===== config.mk =====
export PLATFORM = sky130hd
export DESIGN_NAME = pipe_collision_scorer_flat
export DESIGN_NICKNAME = d
export VERILOG_FILES = /design/src/rtl/flappy_pkg.sv /design/src/rtl/pipe_collision_scorer_if.sv /design/src/rtl/bcd_counter_2d.sv /design/src/rtl/pipe_collision_scorer.sv /design/src/flat_wrapper.sv
export SDC_FILE = /design/constraint.sdc
export NUM_CORES = 1
export LEC_CHECK = 0
export BUFFER_PORTS_ARGS = -buffer_cell sky130_fd_sc_hd__buf_2
export CAP_MARGIN = 40
export CORE_MARGIN = 2
export CORE_UTILIZATION = 30
export DETAILED_ROUTE_END_ITERATION = 8
export PLACE_DENSITY = 0.55
export SYNTH_ARGS = -nofsm -noshare
export SYNTH_HDL_FRONTEND = slang
export SYNTH_SLANG_ARGS = --single-unit
export TNS_END_PERCENT = 5

===== constraint.sdc =====
create_clock -name Clk -period 6.25 [get_ports Clk]
set_input_delay 0.3125 -clock Clk [delete_from_list [all_inputs] [get_ports Clk]]
set_output_delay 0.3125 -clock Clk [all_outputs]
set_load 0.02 [all_outputs]

===== src/rtl/flappy_pkg.sv =====
// rtl/flappy_pkg.sv - shared flappy game geometry, one-hot FSM states and BCD helpers
package flappy_pkg;

  localparam int SCREEN_W       = 640;
  localparam int SCREEN_H       = 480;
  localparam int PIPE_RESPAWN_X = 1000;
  localparam int PIPE_W         = 60;
  localparam int GAP_H          = 140;
  localparam int BIRD_X         = 200;
  localparam int BIRD_W         = 20;
  localparam int BIRD_H         = 20;
  localparam int HIT_CONFIRM    = 2;

  // One-hot encodings are shared with the pipe and bird movers.
  typedef enum logic [4:0] {
    ST_IDLE = 5'b00001,
    ST_PLAY = 5'b00010,
    ST_HIT  = 5'b00100,
    ST_LOST = 5'b01000
  } state_e;

  typedef struct packed {
    logic [3:0] tens;
    logic [3:0] ones;
  } bcd2_t;

  // Packed BCD digits order the same way as the decimal value.
  function automatic logic bcd2_gt(bcd2_t a, bcd2_t b);
    return {a.tens, a.ones} > {b.tens, b.ones};
  endfunction

endpackage


===== src/rtl/pipe_collision_scorer_if.sv =====
// rtl/pipe_collision_scorer_if.sv - game-side signals between movers, scorer and display
interface pipe_collision_scorer_if;

  logic       Start;
  logic [9:0] PipePosXA;
  logic [9:0] PipePosYA;
  logic [9:0] BirdPosY;
  logic       Lost;
  logic       HitPulse;
  logic [3:0] ScoreTens;
  logic [3:0] ScoreOnes;
  logic [3:0] HighTens;
  logic [3:0] HighOnes;
  logic [4:0] State;

  modport master (
    output Start, PipePosXA, PipePosYA, BirdPosY,
    input  Lost, HitPulse, ScoreTens, ScoreOnes, HighTens, HighOnes, State
  );

  modport slave (
    input  Start, PipePosXA, PipePosYA, BirdPosY,
    output Lost, HitPulse, ScoreTens, ScoreOnes, HighTens, HighOnes, State
  );

endinterface


===== src/rtl/bcd_counter_2d.sv =====
// rtl/bcd_counter_2d.sv - two-digit BCD counter saturating at 99, with load and load-compare
module bcd_counter_2d
  import flappy_pkg::*;
(
  input  logic  Clk,
  input  logic  Reset,
  input  logic  inc_i,
  input  logic  clr_i,
  input  logic  load_i,
  input  bcd2_t load_val_i,
  output bcd2_t cnt_o,
  output logic  load_gt_o
);

  bcd2_t cnt_q, cnt_d;

  always_comb begin
    cnt_d = cnt_q;
    if (clr_i) begin
      cnt_d = '0;
    end else if (load_i) begin
      cnt_d = load_val_i;
    end else if (inc_i && !(cnt_q.tens == 4'd9 && cnt_q.ones == 4'd9)) begin
      if (cnt_q.ones == 4'd9) begin
        cnt_d.ones = 4'd0;
        cnt_d.tens = cnt_q.tens + 4'd1;
      end else begin
        cnt_d.ones = cnt_q.ones + 4'd1;
      end
    end
  end

  always_ff @(posedge Clk) begin
    if (!Reset) cnt_q <= '0;
    else        cnt_q <= cnt_d;
  end

  assign cnt_o     = cnt_q;
  assign load_gt_o = bcd2_gt(load_val_i, cnt_q);

endmodule


===== src/rtl/pipe_collision_scorer.sv =====
// rtl/pipe_collision_scorer.sv - bird/pipe and screen-edge collision detection, BCD score and high score
module pipe_collision_scorer
  import flappy_pkg::*;
#(
  parameter int HIT_CONFIRM_CYC = HIT_CONFIRM
) (
  input logic                     Clk,
  input logic                     Reset,
  pipe_collision_scorer_if.slave  io
);

  localparam logic [10:0] BX = 11'(BIRD_X);
  localparam logic [10:0] BW = 11'(BIRD_W);
  localparam logic [10:0] BH = 11'(BIRD_H);
  localparam logic [10:0] PW = 11'(PIPE_W);
  localparam logic [10:0] GH = 11'(GAP_H);
  localparam logic [10:0] SH = 11'(SCREEN_H);
  localparam logic [3:0]  HC = 4'(HIT_CONFIRM_CYC);

  logic [10:0] x11, py11, by11;
  logic        xov, yout, edge_hit;
  logic        overlap_q, passed_q;
  logic        passed_prev_q, passed_prev_d;
  logic [3:0]  hit_cnt_q, hit_cnt_d;
  state_e      state_q, state_d;
  logic        score_inc, score_clr, high_load;
  bcd2_t       score, high;
  logic        high_gt, score_gt_unused;

  // Widen to 11 bits so X up to 1023 plus pipe width cannot wrap.
  assign x11  = {1'b0, io.PipePosXA};
  assign py11 = {1'b0, io.PipePosYA};
  assign by11 = {1'b0, io.BirdPosY};

  assign xov      = (x11 < BX + BW) && (x11 + PW > BX);
  assign yout     = (by11 < py11) || (by11 + BH > py11 + GH);
  assign edge_hit = (by11 == 11'd0) || (by11 + BH >= SH);

  always_ff @(posedge Clk) begin
    if (!Reset) begin
      overlap_q     <= 1'b0;
      passed_q      <= 1'b0;
      passed_prev_q <= 1'b0;
      hit_cnt_q     <= '0;
      state_q       <= ST_IDLE;
    end else begin
      overlap_q     <= (xov && yout) || edge_hit;
      passed_q      <= (x11 + PW <= BX);
      passed_prev_q <= passed_prev_d;
      hit_cnt_q     <= hit_cnt_d;
      state_q       <= state_d;
    end
  end

  always_comb begin
    state_d       = state_q;
    hit_cnt_d     = hit_cnt_q;
    passed_prev_d = passed_q;
    score_inc     = 1'b0;
    score_clr     = 1'b0;
    high_load     = 1'b0;
    case (state_q)
      ST_IDLE: begin
        if (io.Start) begin
          state_d       = ST_PLAY;
          score_clr     = 1'b1;
          hit_cnt_d     = '0;
          passed_prev_d = 1'b0;
        end
      end
      ST_PLAY: begin
        if (!io.Start) begin
          state_d = ST_IDLE;
        end else begin
          if (overlap_q) hit_cnt_d = (hit_cnt_q >= HC) ? HC : hit_cnt_q + 4'd1;
          else           hit_cnt_d = '0;
          // A pass landing on the same edge as the hit is dropped.
          if (hit_cnt_d == HC)                     state_d   = ST_HIT;
          else if (passed_q && !passed_prev_q)     score_inc = 1'b1;
        end
      end
      ST_HIT: begin
        state_d   = ST_LOST;
        high_load = high_gt;
      end
      ST_LOST: begin
        if (!io.Start) state_d = ST_IDLE;
      end
      default: state_d = ST_IDLE;
    endcase
  end

  bcd_counter_2d u_score (
    .Clk        (Clk),
    .Reset      (Reset),
    .inc_i      (score_inc),
    .clr_i      (score_clr),
    .load_i     (1'b0),
    .load_val_i (high),
    .cnt_o      (score),
    .load_gt_o  (score_gt_unused)
  );

  bcd_counter_2d u_high (
    .Clk        (Clk),
    .Reset      (Reset),
    .inc_i      (1'b0),
    .clr_i      (1'b0),
    .load_i     (high_load),
    .load_val_i (score),
    .cnt_o      (high),
    .load_gt_o  (high_gt)
  );

  assign io.Lost      = (state_q == ST_LOST);
  assign io.HitPulse  = (state_q == ST_HIT);
  assign io.ScoreTens = score.tens;
  assign io.ScoreOnes = score.ones;
  assign io.HighTens  = high.tens;
  assign io.HighOnes  = high.ones;
  assign io.State     = state_q;

endmodule


===== src/flat_wrapper.sv =====
// flat-port wrapper written by rule: the top's interface ports become plain ports
module pipe_collision_scorer_flat import flappy_pkg::*;
#(
  parameter int HIT_CONFIRM_CYC = HIT_CONFIRM
)
  (Clk, Reset, io_Start, io_PipePosXA, io_PipePosYA, io_BirdPosY, io_Lost, io_HitPulse, io_ScoreTens, io_ScoreOnes, io_HighTens, io_HighOnes, io_State);
  pipe_collision_scorer_if io_i ();
  input logic Clk;
  input logic Reset;
  input wire logic [$bits(io_i.Start)-1:0] io_Start;
  input wire logic [$bits(io_i.PipePosXA)-1:0] io_PipePosXA;
  input wire logic [$bits(io_i.PipePosYA)-1:0] io_PipePosYA;
  input wire logic [$bits(io_i.BirdPosY)-1:0] io_BirdPosY;
  output wire logic [$bits(io_i.Lost)-1:0] io_Lost;
  output wire logic [$bits(io_i.HitPulse)-1:0] io_HitPulse;
  output wire logic [$bits(io_i.ScoreTens)-1:0] io_ScoreTens;
  output wire logic [$bits(io_i.ScoreOnes)-1:0] io_ScoreOnes;
  output wire logic [$bits(io_i.HighTens)-1:0] io_HighTens;
  output wire logic [$bits(io_i.HighOnes)-1:0] io_HighOnes;
  output wire logic [$bits(io_i.State)-1:0] io_State;
  assign io_i.Start = io_Start;
  assign io_i.PipePosXA = io_PipePosXA;
  assign io_i.PipePosYA = io_PipePosYA;
  assign io_i.BirdPosY = io_BirdPosY;
  assign io_Lost = io_i.Lost;
  assign io_HitPulse = io_i.HitPulse;
  assign io_ScoreTens = io_i.ScoreTens;
  assign io_ScoreOnes = io_i.ScoreOnes;
  assign io_HighTens = io_i.HighTens;
  assign io_HighOnes = io_i.HighOnes;
  assign io_State = io_i.State;
  pipe_collision_scorer #(.HIT_CONFIRM_CYC(HIT_CONFIRM_CYC)) u_core (.Clk(Clk), .Reset(Reset), .io(io_i));
endmodule

==> flow_summary.ini <==
[run_status]
status = complete, no violations

[placed_design]
dp_hpwl_microns = 4000
post-place-ws_ps = 3503
dp.cells = 430
numPortBuffers = 54
dpl-instance-area_sq_um = 2710
gp_congestion = 0.7998

[floorplanning]
dieArea_sq_um = 8491
fp-row-count = 32
io_pins = 56
core_sq_um = 7607
die_w_microns = 92.15
dieHeight_microns = 92.15
start_util_pct = 30.64

[drt]
drt_iter0_markers = 95
via_count = 2088
wire_per_inst_microns = 11.21
ant_nets = 0
vias_per_cell = 4.811
drc_errors = 0
drt-pass1-iter-count = 4
totalWireLength_microns = 4863

[global_route]
track_usage_pct = 11.76
grt_max_degree = 21
grt_pass1_vias = 1942
antenna_found_initial = 0
grt_overflow_total = 0
grt_pass1_wl_microns = 8514

[setup_path]
critPathArrivalTime_ps = 2590
critPathRequiredTime_ps = 6420
path_max_fanout = 3
cp-startpoint = io_PipePosYA[2]
worst-r2r-setup-slack_ps = 4070
crit_type = in2reg
r2r_end = u_core.u_score.cnt_o[3]$_SDFFE_PP0P_
start_kind = primary input
r2r.worst_path.cells = 8
cp-end-kind = flop
critPathCapture = u_core.overlap_q$_SDFF_PN0_
reg2reg_from = u_core.hit_cnt_q[0]$_SDFFE_PN0P_

[final_layout]
final_cell_count_no_fill = 434
nNetsFinal = 402
syn2layout_area_growth_pct = 18.25
fillers = 821
fin_area_sq_um = 2756
drive_gt1_share_pct = 19.88
n_antenna_cell = 0

[yosys]
async_flop_share_pct = 0
synthDistinctLibCells = 50
synthesis.area_sq_um = 2331
seq_area_frac_synth_pct = 23.19
ys.flop_type = dfxtp_1
synth_seq_cells = 27
syn_area_per_cell_sq_um = 8.385
synth_edf_count = 0
ys_warn_count = 0
synth_cells = 278
syn-num-nets = 347

[timing]
period_share_pct = 38.60
hold_slack_ps = 317.3
drv_slew = 0
fin_setup_tns_ps = 0
layout_setup_ws_ps = 3838
finClkSkew_ps = 2.985
min_period_ps = 2412
finalSetupViolations = 0
max_freq_mhz = 414.5
hold_viol_final = 0
grt_setup_unrepaired = false

[clock_tree]
cts_setup_buffers = 0
cts_buffers = 3
path_clk_slew_ps = 100
cts_sinks = 27
cts_max_level = 1
clockBufferDepth = 2
ctsHoldBuffers = 0
cts-root-buf = clkbuf_8
clkLatencyLatePin_ps = 270
cts_tree = done
cts_resized = 0

[power_and_ir_drop]
vdd_drop_max_mv = 0.06089
p_per_area_nw_per_um2 = 134.1
p_leak_nw = 1.323

[flow_run]
cap_violations = 0

[worst_hold_path]
hold_class = in2reg
-- area by class of cell --
cell class / instances / area, sq um / area share, %
clock buffers: 3 / 41.29 / 1.498
inverters: 29 / 108.9 / 3.949
clock inverters: 1 / 5.005 / 0.1816
well taps: 102 / 127.6 / 4.630
multi-input cells: 218 / 1663 / 60.33
flip-flops and latches: 27 / 540.5 / 19.61
repair buffers: 54 / 270.3 / 9.805
-- flip-flops by register name (all words and copies together) (netlist names) --
name                  count
u_core.hit_cnt_q          4
u_core.io.State           4
u_core.overlap_q          1
u_core.passed_prev_q      1
u_core.passed_q           1
u_core.u_high.cnt_o       8
u_core.u_score.cnt_o      8
-- cell families after synthesis --
logic type / after synthesis / synth area share [%]
AND/OR/NAND/NOR: 93 / 23.73
AO/OA/AOI/OAI: 63 / 18.20
adder cells (fa/ha/maj): 36 / 19.32
buffers and inverters: 33 / 5.475
flip-flops: 27 / 23.19
XOR/XNOR: 15 / 5.636
multiplexers: 10 / 4.294
other: 1 / 0.1609
-- layout by cell type (no fill, tap or decap), types with 11 or more instances in the layout --
master and instances:
xnor2_1 11, o21ai_0 11, a21oi_1 17, dfxtp_1 27, ha_1 36, nor2_1 13
nor2b_1 14, nand2_1 21, inv_1 29, buf_2 54
-- cell usage after synthesis (3+ instances only) --
cell type	n	area, sq um
a21o_1	4	30.03
a21oi_1	17	85.08
o21a_1	4	30.03
xnor2_1	11	96.34
clkbuf_1	3	11.26
nand2_1	21	78.83
dfxtp_1	27	540.5
a211oi_1	5	37.54
and3_1	6	37.54
mux2i_1	10	100.1
o21ai_0	11	55.05
a21boi_0	3	22.52
o22ai_1	3	18.77
nor2b_1	14	87.58
nor3_1	3	15.01
inv_1	29	108.9
ha_1	36	450.4
nand3_1	7	35.03
xor2_1	4	35.03
nor2_1	13	48.80
nand2b_1	3	18.77
nor4b_1	5	43.79
nand4_1	6	37.54
-- per-stage QoR --
step           utilization (%)  total power [W]
3_5_place_dp             35.63        0.0002720
2_1_floorplan                -        0.0002413
3_3_place_gp             35.63        0.0002718
4_1_cts                  36.23        0.0003744
5_1_grt                  36.23        0.0003922
6_report                 36.23        0.0003695
-- where the power goes --
| group | switching, W | internal [W] |
|---|---|---|
| Sequential | 0.00000241 | 0.000174 |
| Clock | 0.0000566 | 0.0000447 |
| Combinational | 0.0000497 | 0.0000422 |
-- worst min path at each step --
stage                                 endpoint  depth (start not counted)                  startpoint  slack, ps
6_report            u_core.passed_q$_SDFF_PN0_                          2             io_PipePosXA[7]        320
5_1_grt             u_core.passed_q$_SDFF_PN0_                          2             io_PipePosXA[7]        320
4_1_cts             u_core.passed_q$_SDFF_PN0_                          2             io_PipePosXA[7]        310
3_5_place_dp   u_core.passed_prev_q$_SDFF_PN0_                          1  u_core.passed_q$_SDFF_PN0_        480
3_3_place_gp   u_core.passed_prev_q$_SDFF_PN0_                          1  u_core.passed_q$_SDFF_PN0_        470
2_1_floorplan       u_core.passed_q$_SDFF_PN0_                          1             io_PipePosXA[7]        400
-- layer usage --
layer  vias to the layer above  GRT usage (%)  routed length (microns)
met5                         -              0                        0
met2                        45          20.04                     2199
met1                       936          16.07                     2459
li1                       1105              -                        -
met4                         0          2.612                       25
met3                         2          1.150                      179
-- worst max-delay path: stages --
cell      delay (ps)
buf_2            100
inv_1             70
ha_1             220
nor2_1           180
nand2_1           80
nand2_1          100
xnor2_1          130
ha_1             270
a211o_1          290
a21oi_1          170
o21ai_0          110
o21ai_0          190
o221ai_1         140
a32o_1           240
No activity file was read; power rests on OpenSTA's default activity.
